`src/rtl/pe3x3_row_sched_if.sv`:
```
// Scheduler-side bundle for pe3x3_row_sched: start/config, fmap/weight read strobe,
// PE results in, accumulated row out. sat_flag_o exists only with PE3X3_ROW_SCHED_SAT_EN.
interface pe3x3_row_sched_if #(
  parameter int IW         = 24,
  parameter int FW         = 8,
  parameter int OUTPUT_NUM = 9,
  parameter int ROW_W      = 8
);
  localparam int DW = OUTPUT_NUM * (IW + FW);

  logic             start_i;
  logic [ROW_W-1:0] num_rows_i;
  logic             united_i;
  logic             fmap_req_o;
  logic [ROW_W+1:0] fmap_row_o;
  logic [1:0]       krow_o;
  logic             pe_config_o;
  logic [DW-1:0]    pe_res_i;
  logic [DW-1:0]    acc_o;
  logic             acc_valid_o;
  logic             acc_ready_i;
  logic [ROW_W-1:0] out_row_o;
  logic             busy_o;
  logic             done_o;
`ifdef PE3X3_ROW_SCHED_SAT_EN
  logic             sat_flag_o;

  modport slave (
    input  start_i, num_rows_i, united_i, pe_res_i, acc_ready_i,
    output fmap_req_o, fmap_row_o, krow_o, pe_config_o, acc_o, acc_valid_o,
           out_row_o, busy_o, done_o, sat_flag_o
  );
  modport master (
    output start_i, num_rows_i, united_i, pe_res_i, acc_ready_i,
    input  fmap_req_o, fmap_row_o, krow_o, pe_config_o, acc_o, acc_valid_o,
           out_row_o, busy_o, done_o, sat_flag_o
  );
`else
  modport slave (
    input  start_i, num_rows_i, united_i, pe_res_i, acc_ready_i,
    output fmap_req_o, fmap_row_o, krow_o, pe_config_o, acc_o, acc_valid_o,
           out_row_o, busy_o, done_o
  );
  modport master (
    output start_i, num_rows_i, united_i, pe_res_i, acc_ready_i,
    input  fmap_req_o, fmap_row_o, krow_o, pe_config_o, acc_o, acc_valid_o,
           out_row_o, busy_o, done_o
  );
`endif
endinterface

```
`src/rtl/pe3x3_row_sched.sv`:
```
// 3x3 PE stripe row scheduler: issues 3 kernel rows per output row, accumulates the
// PE lanes and hands each finished row to writeback. PE3X3_ROW_SCHED_SAT_EN selects saturation.
module pe3x3_row_sched #(
  parameter int IW         = 24,
  parameter int FW         = 8,
  parameter int OUTPUT_NUM = 9,
  parameter int ROW_W      = 8,
  parameter int PE_LAT     = 1
) (
  input logic               clk,
  input logic               rst,
  pe3x3_row_sched_if.slave  bus
);
  localparam int LW = IW + FW;

  typedef enum logic [2:0] {IDLE, ISSUE, DRAIN, OUT, FIN} state_t;
  typedef struct packed {
    logic vld;
    logic first;
    logic last;
  } tag_t;

  state_t                         r_state, w_next;
  logic [1:0]                     r_krow;
  logic [ROW_W-1:0]               r_out_row, r_num_rows;
  logic                           r_united;
  logic [OUTPUT_NUM-1:0][LW-1:0]  r_acc, w_acc_nxt;
  logic                           r_acc_valid;
  tag_t                           r_tag_pipe [PE_LAT:1];
  tag_t                           w_tag_in, w_tag_out;
  logic                           w_issue, w_accept, w_last_row, w_start;

  assign w_issue    = (r_state == ISSUE);
  assign w_start    = (r_state == IDLE) && bus.start_i;
  assign w_accept   = r_acc_valid && bus.acc_ready_i;
  assign w_last_row = (r_out_row == r_num_rows - ROW_W'(1));
  assign w_tag_in   = '{vld: w_issue, first: w_issue && (r_krow == 2'd0),
                        last: w_issue && (r_krow == 2'd2)};
  assign w_tag_out  = r_tag_pipe[PE_LAT];

  always_ff @(posedge clk or posedge rst) begin
    if (rst) r_state <= IDLE;
    else     r_state <= w_next;
  end

  always_comb begin
    w_next = r_state;
    case (r_state)
      IDLE:    if (bus.start_i) w_next = (bus.num_rows_i == '0) ? FIN : ISSUE;
      ISSUE:   if (r_krow == 2'd2) w_next = DRAIN;
      DRAIN:   if (w_tag_out.vld && w_tag_out.last) w_next = OUT;
      OUT:     if (w_accept) w_next = w_last_row ? FIN : ISSUE;
      FIN:     w_next = IDLE;
      default: w_next = IDLE;
    endcase
  end

  always_ff @(posedge clk or posedge rst) begin
    if (rst) begin
      r_krow      <= '0;
      r_out_row   <= '0;
      r_num_rows  <= '0;
      r_united    <= 1'b0;
      r_acc_valid <= 1'b0;
    end else begin
      // A zero-row start only pulses done; mode and row state are left alone.
      if (w_start && bus.num_rows_i != '0) begin
        r_num_rows <= bus.num_rows_i;
        r_united   <= bus.united_i;
        r_out_row  <= '0;
        r_krow     <= '0;
      end
      if (w_issue) r_krow <= (r_krow == 2'd2) ? 2'd0 : r_krow + 2'd1;
      if (r_state == DRAIN && w_next == OUT) r_acc_valid <= 1'b1;
      else if (w_accept)                     r_acc_valid <= 1'b0;
      if (w_accept && !w_last_row) r_out_row <= r_out_row + ROW_W'(1);
    end
  end

  // Tags travel alongside the PE pipeline so results are matched to their kernel row.
  always_ff @(posedge clk or posedge rst) begin
    if (rst) begin
      for (int i = 1; i <= PE_LAT; i++) r_tag_pipe[i] <= '0;
    end else begin
      r_tag_pipe[1] <= w_tag_in;
      for (int i = 2; i <= PE_LAT; i++) r_tag_pipe[i] <= r_tag_pipe[i-1];
    end
  end

`ifdef PE3X3_ROW_SCHED_SAT_EN
  logic [OUTPUT_NUM-1:0] w_ovf;
  logic                  r_sat_flag;
`endif

  for (genvar k = 0; k < OUTPUT_NUM; k++) begin : g_lane
    logic [LW-1:0] w_res, w_sum;
    assign w_res = bus.pe_res_i[k*LW +: LW];
    assign w_sum = r_acc[k] + w_res;
`ifdef PE3X3_ROW_SCHED_SAT_EN
    // Same-sign operands producing an opposite-sign result means overflow.
    assign w_ovf[k] = !w_tag_out.first && (r_acc[k][LW-1] == w_res[LW-1]) &&
                      (w_sum[LW-1] != r_acc[k][LW-1]);
    assign w_acc_nxt[k] = w_tag_out.first ? w_res :
                          !w_ovf[k]       ? w_sum :
                          r_acc[k][LW-1]  ? {1'b1, {(LW-1){1'b0}}} : {1'b0, {(LW-1){1'b1}}};
`else
    assign w_acc_nxt[k] = w_tag_out.first ? w_res : w_sum;
`endif
  end

  always_ff @(posedge clk or posedge rst) begin
    if (rst)               r_acc <= '0;
    else if (w_tag_out.vld) r_acc <= w_acc_nxt;
  end

`ifdef PE3X3_ROW_SCHED_SAT_EN
  always_ff @(posedge clk or posedge rst) begin
    if (rst)                              r_sat_flag <= 1'b0;
    else if (w_start)                     r_sat_flag <= 1'b0;
    else if (w_tag_out.vld && (|w_ovf))   r_sat_flag <= 1'b1;
  end
  assign bus.sat_flag_o = r_sat_flag;
`endif

  assign bus.fmap_req_o  = w_issue;
  assign bus.krow_o      = r_krow;
  assign bus.fmap_row_o  = (ROW_W+2)'(r_out_row) + (ROW_W+2)'(r_krow);
  assign bus.pe_config_o = r_united;
  assign bus.acc_o       = r_acc;
  assign bus.acc_valid_o = r_acc_valid;
  assign bus.out_row_o   = r_out_row;
  assign bus.busy_o      = (r_state != IDLE);
  assign bus.done_o      = (r_state == FIN);
endmodule
```
`src/flat_wrapper.sv`:
```
// flat-port wrapper written by rule: the top's interface ports become plain ports
module pe3x3_row_sched_flat 
#(
  parameter int IW         = 24,
  parameter int FW         = 8,
  parameter int OUTPUT_NUM = 9,
  parameter int ROW_W      = 8,
  parameter int PE_LAT     = 1
)
  (clk, rst, bus_start_i, bus_num_rows_i, bus_united_i, bus_pe_res_i, bus_acc_ready_i, bus_fmap_req_o, bus_fmap_row_o, bus_krow_o, bus_pe_config_o, bus_acc_o, bus_acc_valid_o, bus_out_row_o, bus_busy_o, bus_done_o);
  pe3x3_row_sched_if #(.IW(IW), .FW(FW), .OUTPUT_NUM(OUTPUT_NUM), .ROW_W(ROW_W)) bus_i ();
  input logic clk;
  input logic rst;
  input wire logic [$bits(bus_i.start_i)-1:0] bus_start_i;
  input wire logic [$bits(bus_i.num_rows_i)-1:0] bus_num_rows_i;
  input wire logic [$bits(bus_i.united_i)-1:0] bus_united_i;
  input wire logic [$bits(bus_i.pe_res_i)-1:0] bus_pe_res_i;
  input wire logic [$bits(bus_i.acc_ready_i)-1:0] bus_acc_ready_i;
  output wire logic [$bits(bus_i.fmap_req_o)-1:0] bus_fmap_req_o;
  output wire logic [$bits(bus_i.fmap_row_o)-1:0] bus_fmap_row_o;
  output wire logic [$bits(bus_i.krow_o)-1:0] bus_krow_o;
  output wire logic [$bits(bus_i.pe_config_o)-1:0] bus_pe_config_o;
  output wire logic [$bits(bus_i.acc_o)-1:0] bus_acc_o;
  output wire logic [$bits(bus_i.acc_valid_o)-1:0] bus_acc_valid_o;
  output wire logic [$bits(bus_i.out_row_o)-1:0] bus_out_row_o;
  output wire logic [$bits(bus_i.busy_o)-1:0] bus_busy_o;
  output wire logic [$bits(bus_i.done_o)-1:0] bus_done_o;
  assign bus_i.start_i = bus_start_i;
  assign bus_i.num_rows_i = bus_num_rows_i;
  assign bus_i.united_i = bus_united_i;
  assign bus_i.pe_res_i = bus_pe_res_i;
  assign bus_i.acc_ready_i = bus_acc_ready_i;
  assign bus_fmap_req_o = bus_i.fmap_req_o;
  assign bus_fmap_row_o = bus_i.fmap_row_o;
  assign bus_krow_o = bus_i.krow_o;
  assign bus_pe_config_o = bus_i.pe_config_o;
  assign bus_acc_o = bus_i.acc_o;
  assign bus_acc_valid_o = bus_i.acc_valid_o;
  assign bus_out_row_o = bus_i.out_row_o;
  assign bus_busy_o = bus_i.busy_o;
  assign bus_done_o = bus_i.done_o;
  pe3x3_row_sched #(.IW(IW), .FW(FW), .OUTPUT_NUM(OUTPUT_NUM), .ROW_W(ROW_W), .PE_LAT(PE_LAT)) u_core (.clk(clk), .rst(rst), .bus(bus_i));
endmodule
```
`config.mk`:
```
export PLATFORM = sky130hd
export DESIGN_NAME = pe3x3_row_sched_flat
export DESIGN_NICKNAME = d
export VERILOG_FILES = /design/src/rtl/pe3x3_row_sched_if.sv /design/src/rtl/pe3x3_row_sched.sv /design/src/flat_wrapper.sv
export SDC_FILE = /design/constraint.sdc
export NUM_CORES = 1
export LEC_CHECK = 0
export ABC_AREA = 1
export CAP_MARGIN = 20
export CELL_PAD_IN_SITES_DETAIL_PLACEMENT = 0
export CELL_PAD_IN_SITES_GLOBAL_PLACEMENT = 2
export CORE_UTILIZATION = 30
export CTS_CLUSTER_SIZE = 14
export DETAILED_ROUTE_END_ITERATION = 10
export GPL_TIMING_DRIVEN = 0
export PLACE_DENSITY_LB_ADDON = 0.1
export SLEW_MARGIN = 20
export SYNTH_ARGS = -nofsm -noshare
export SYNTH_HDL_FRONTEND = slang
export SYNTH_SLANG_ARGS = --single-unit
```
`constraint.sdc`:
```
create_clock -name clk -period 34.6 [get_ports clk]
set_input_delay 8.65 -clock clk [delete_from_list [all_inputs] [get_ports clk]]
set_output_delay 8.65 -clock clk [all_outputs]
set_load 0.1 [all_outputs]
```
==> flow_summary.ini, run 1 <==
[sta]
finalSetupViolations = 0
worstMarginPinSlew_ns = 1.22
finalCriticalPeriod_ns = 12.34
final_hold_viol_count = 0
maxSlewViolCount = 0
rsz0062_at_grt = false
fmax_mhz = 81.1
post-route-period-util_pct = 35.7
slew_headroom_pct = 18.7
tns_ns = 0
skew_ns = 0.0260
fin_hold_ws_ns = 0.481

[worst_setup_path]
arrival_ns = 3.69
rr_worst_depth = 7
rr_endpoint = u_core.bus.acc_o[19]
cpMaxStageDelayCell = clkdlybuf4s50_1
path_cells = ha_1 -> inv_1 -> fa_1 -> nor3_1 -> nand3_1 -> xor2_1 -> clkdlybuf4s50_1
cp-end-kind = output port
cp.required_ns = 25.95
critical_path_class = flip-flop to output port
setup.worst_path.end = bus_fmap_row_o[6]
r2r-start = u_core.r_tag_pipe[1]
start_kind = flip-flop
max_stage_delay_ns = 1.15
critPathLaunch = u_core.bus.out_row_o[0]
reg2reg_slack_ns = 31.54
cp_max_fo = 7

[clock_network]
clkSinkCount = 314
cts_tree = done
cts_root_buffer = clkbuf_16
post_cts.repair.setup_buffers = 0
cts_buffers = 48
cts_resized = 0
clkLatencyLatePin_ns = 0.65
cts_hold_buf = 0
cts.path.max_buffers = 3
htree_levels = 2
clkTransAtPathRegs_ns = 0.06

[global_routing]
track_usage_pct = 30.2
grt_antenna_before_repair = 32
grt_pass1_vias = 37300
grt_overflow = 0
grt_pass1_wl_um = 251000
grt_max_degree = 86

[floorplanning]
die_h_um = 335
core_area_um2 = 109000
dieArea_um2 = 112000
die_w_um = 335
rows = 121
io_pins = 614
initial_core_util_pct = 30.4

[logic_synthesis]
synth_cells = 5634
synth_top_cell_area_share_pct = 23.6
ys_top_cells_by_area = dfrtp_1 (24%), nand2_1 (23%), ha_1 (11%), nor2_1 (8.3%), inv_1 (7.4%)
syn_area_um2 = 33300
synth-simple-area-share_pct = 39.0
synth_xor_area_share_pct = 3.69
synth_top_family_by_area = simple AND/OR/NAND/NOR gates
synth-compound-area-share_pct = 13.2
ys_types = 39
async_flop_share_pct = 100
ys_seq_area_share_pct = 23.6
synth-seq-cells = 314
muxShareOfSynthArea_pct = 0
synth_nets = 6228
ys_warn_count = 0
synth_adder_area_share_pct = 11.2
ys.flop_type = dfrtp_1
synth-edff-count = 0
synth_top_area_cell = dfrtp_1
syn_avg_cell_area_um2 = 5.91

[routing]
postRouteAntennaNets = 0
vias_per_cell = 4.95
drc = 0
vias = 38800
first_iter_violations = 2514
wl_um = 174000
dr.pass1.iters = 6
avgRoutedWirePerCell_um = 22.2

[status]
status = finished clean

[power]
power_density_nw_per_um2 = 119
irDropWorstVdd_uv = 86.6
p_leak_nw = 22.9

[finish]
register_area_um2 = 7860
layout.nets = 6900
multiInputGateArea_um2 = 22400
area_growth_syn_to_layout_pct = 29.6
nFillCells = 12100
drive_gt1_share_pct = 2.55

[placement]
hpwl_um = 142000
port_buffers = 612
routabilityCongestion = 0.942

[min_path]
worstHoldPathType = flip-flop to flip-flop

[job]
drv_cap = 0
## routing by layer
| metal | global-route usage [%] | wire, um | part of all wire, % |
|---|---|---|---|
| met5 | 0 | 184 | 0.11 |
| met1 | 38.9 | 75700 | 44 |
| met2 | 50.9 | 81600 | 47 |
| met3 | 5.81 | 11600 | 6.7 |
| met4 | 8.63 | 4900 | 2.8 |
## registers in the layout, indices dropped and copies added, names as in the netlist
register,flops
u_core.r_state,3
u_core.bus.pe_config_o,1
u_core.bus.krow_o,2
u_core.bus.out_row_o,8
u_core.r_tag_pipe,3
u_core.bus.acc_valid_o,1
u_core.r_num_rows,8
u_core.bus.acc_o,288
## cell usage in the layout (no fill, tap or decap), types with 108 or more instances in the layout
master / instances
a21oi_1: 373
nand2_1: 2027
o21ai_0: 196
o21ai_1: 108
inv_1: 658
dfrtp_1: 314
clkdlybuf4s50_1: 601
nand3_1: 346
nor2_1: 740
ha_1: 283
## cells in the mapped netlist, types with 60 or more instances
cell type	instances
o21ai_1	108
dfrtp_1	314
nor3_1	60
inv_1	659
nand2_1	2027
a21oi_1	373
nor2_1	740
clkbuf_1	104
o21ai_0	196
nand3_1	346
ha_1	283
xor2_1	107
## through the flow
| step | total power, mW | std cells | setup slack [ns] | util [%] | cell area, um2 |
|---|---|---|---|---|---|
| finish | 5.12 | 7834 | 22.26 | 39.4 | 43200 |
| global route | 5.47 | 7825 | 22.03 | 39.4 | 43100 |
| CTS | 5.13 | 7818 | 22.23 | 39.4 | 43100 |
| detailed placement | 4.56 | 7732 | 22.97 | 37.9 | 41500 |
| global placement | 4.56 | 7722 | 10.89 | 37.7 | 41300 |
| floorplan | 3.50 | 5634 | 17.26 | - | 33300 |
## report_power, final
part	leakage [nW]	internal, mW	switching, mW	total [mW]
logic	18.3	1.03	2.79	3.82
registers	3.83	0.541	0.222	0.763
clock network	0.794	0.318	0.221	0.539
## critical path: cells and delay by family (launching register included)
family / cells / cell delay, ns
flip-flops: 1 / 0.54
XOR/XNOR: 1 / 0.17
AND/OR/NAND/NOR: 2 / 0.49
buffers and inverters: 2 / 1.21
adder cells (fa/ha/maj): 2 / 0.62
## worst min path at each step
stage / startpoint / to / cells past startpoint
2_1_floorplan: u_core.r_num_rows[7] / u_core.r_num_rows[7] / 2
3_3_place_gp: u_core.bus.pe_config_o / u_core.bus.pe_config_o / 2
3_5_place_dp: u_core.bus.pe_config_o / u_core.bus.pe_config_o / 2
4_1_cts: u_core.bus.pe_config_o / u_core.bus.pe_config_o / 2
5_1_grt: u_core.bus.pe_config_o / u_core.bus.pe_config_o / 2
6_report: u_core.bus.pe_config_o / u_core.bus.pe_config_o / 2
## final cells by class
type,instances,share of cell area [%]
multi-input cells,4508,51.8
flip-flops and latches,314,18.2
repair buffers,622,14.6
inverters,678,5.91
well taps,1476,4.28
clock buffers,66,3.15
plain buffers,134,1.30
clock inverters,20,0.597
diodes,16,0.0927
## logic make-up after synthesis
kind of cell    count (synthesis)
fa+ha+maj                     293
flops                         314
other cells                     1
compound gates                814
simple gates                 3262
xor+xnor                      138
buf+inv                       812
Note: power is estimated with default switching activity, not from simulation.
==> run 2, diff against run 1 <==
--- a/config.mk
+++ b/config.mk
@@ -9,7 +9,7 @@
 export CAP_MARGIN = 20
 export CELL_PAD_IN_SITES_DETAIL_PLACEMENT = 0
 export CELL_PAD_IN_SITES_GLOBAL_PLACEMENT = 2
-export CORE_UTILIZATION = 30
+export CORE_UTILIZATION = 25
 export CTS_CLUSTER_SIZE = 14
 export DETAILED_ROUTE_END_ITERATION = 10
 export GPL_TIMING_DRIVEN = 0
==> constraint.sdc (replaced) <==
create_clock -name clk -period 10.6 [get_ports clk]
set_input_delay 2.65 -clock clk [delete_from_list [all_inputs] [get_ports clk]]
set_output_delay 2.65 -clock clk [all_outputs]
set_load 0.1 [all_outputs]
==> run 2 against run 1 <==
  * Clock-buffer cell count is 8 higher
  * Non-clock buffer count increased by 9
  * Combinational power increased to 3.3 times the previous value
  * Flip-flop and latch count did not move
  * Register-to-register slack got worse by 24 ns
  * Largest power group unchanged
  * Critical endpoint unchanged
  * Global-route usage decreased by 3.7 points
  * Final area increased by 1.1%
  * Worst hold slack better by 0.010 ns
  * Via count shrank 0.45%
==> flow_summary.ini, run 2 (synthesis results as in run 1) <==
[status]
status = finished clean

[global_routing]
grt_max_degree = 27
grt_overflow = 0
grt_pass1_wl_um = 264000
track_usage_pct = 26.5
grt_antenna_before_repair = 37
grt_pass1_vias = 37900

[worst_setup_path]
path_cells = ha_1 -> inv_1 -> fa_1 -> nor3_1 -> nand3_1 -> xor2_1 -> clkdlybuf4s50_1
start_kind = flip-flop
cp_max_fo = 7
cpMaxStageDelayCell = clkdlybuf4s50_1
cp-end-kind = output port
critical_path_class = flip-flop to output port
cp.required_ns = 7.95
crit_family = buffers and inverters
arrival_ns = 3.71
crit_buf_inv = 2
max_stage_delay_ns = 1.15

[finish]
drive_gt1_share_pct = 2.86
final_util_pct = 33.1
final_cell_mix = nand2_1 (2027), nor2_1 (740), inv_1 (658)
area_growth_syn_to_layout_pct = 31.0
layout_commonest_cell = nand2_1
layout.nets = 6911
nFillCells = 14900
multiInputGateArea_um2 = 22400
fin_cells = 8115
register_area_um2 = 7860
largest_reg_flops = 288
post-route-cell-area_um2 = 43600

[floorplanning]
io_pins = 614
initial_core_util_pct = 25.3
core_area_um2 = 132000
die_w_um = 367
die_h_um = 367
rows = 133
dieArea_um2 = 135000

[routing]
vias_per_cell = 4.76
postRouteAntennaNets = 0
drc = 0
dr.pass1.iters = 6
avgRoutedWirePerCell_um = 22.6
wl_um = 183000
first_iter_violations = 2555
vias = 38600

[power]
p_int_mw = 6.12
pwr-share-clk_pct = 10.4
seq_power_share_pct = 14.8
power.total_mw = 16.7
irDropWorstVdd_uv = 254
power_density_nw_per_um2 = 383
swShare_pct = 63.4
p_leak_nw = 23.0
power_frac_comb_pct = 74.8
power_switching_mw = 10.6

[clock_network]
post_cts.repair.setup_buffers = 0
htree_levels = 2
cts.path.max_buffers = 3
cts_tree = done
cts_resized = 0
cts_buffers = 50
clkSinkCount = 314
clkTransAtPathRegs_ns = 0.06
clkLatencyLatePin_ns = 0.65
cts_hold_buf = 0
cts_root_buffer = clkbuf_16

[sta]
maxSlewViolCount = 0
finalCriticalPeriod_ns = 6.36
fin_hold_ws_ns = 0.491
post-route-period-util_pct = 60.0
finalSetupViolations = 0
skew_ns = 0.0201
setup_ws_ns = 4.24
fmax_mhz = 157
slew_headroom_pct = 18.2
worstMarginPinSlew_ns = 1.22
rsz0062_at_grt = false
tns_ns = 0
final_hold_viol_count = 0

[placement]
placed_area_um2 = 42000
place_worst_setup_slack_ns = 4.96
hpwl_um = 151000
routabilityCongestion = 0.932
placed_cells = 8020
port_buffers = 612

[job]
drv_cap = 0

[min_path]
worstHoldPathType = flip-flop to flip-flop
[run 2: cell count changes in the layout (fill, tap and decap cells not counted), moves of 4 or more]
cell	previous run	this run
clkbuf_16	49	53
buf_12	2	13
diode_2	16	7
clkdlybuf4s50_1	601	595
buf_2	33	39
clkbuf_2	16	21
bufinv_16	6	2
[run 2: power by group through the flow]
| stage | logic, mW | registers [mW] | clock network [mW] |
|---|---|---|---|
| 6_report | 12.5 | 2.47 | 1.75 |
| 3_5_place_dp | 12.5 | 2.48 | 0 |
| 5_1_grt | 13.5 | 2.54 | 1.83 |
| 3_3_place_gp | 12.5 | 2.48 | 0 |
| 2_1_floorplan | 5.15 | 6.26 | 0 |
| 4_1_cts | 12.5 | 2.47 | 1.80 |
[run 2: metal layers]
layer | GRT usage, % | up-vias | routed length [um]
met1 | 35.2 | 18000 | 84200
li1 | - | 19400 | -
met3 | 5.19 | 191 | 10700
met2 | 43.6 | 940 | 83800
met5 | 0 | - | 225
met4 | 6.88 | 34 | 4320
[run 2: area by class of cell]
cell class | instances | share of cell area (%)
multi-input cells | 4508 | 51.3
repair buffers | 631 | 14.8
well taps | 1755 | 5.03
clock buffers | 74 | 3.43
plain buffers | 134 | 1.30
clock inverters | 14 | 0.292
inverters | 678 | 5.84
diodes | 7 | 0.0401
flip-flops and latches | 314 | 18.0
[run 2: tightest hold or removal path, stage by stage (launching register included)]
cell,delay [ns]
dfrtp_1,0.35
nand2_1,0.06
nand2_1,0.05
[run 2: worst paths after layout]
path                                              start                      to  slack, ns  depth (start not counted)
max in group asynchronous                           rst   u_core.bus.acc_o[126]       6.73                          7
worst min register to register   u_core.bus.pe_config_o  u_core.bus.pe_config_o       0.49                          2
min in group asynchronous                           rst   u_core.bus.acc_o[276]       2.39                          2
worst max-delay path            u_core.bus.out_row_o[0]       bus_fmap_row_o[6]       4.24                          7
worst min-delay path             u_core.bus.pe_config_o  u_core.bus.pe_config_o       0.49                          2
worst max register to register     u_core.r_tag_pipe[1]   u_core.bus.acc_o[215]       7.57                          7
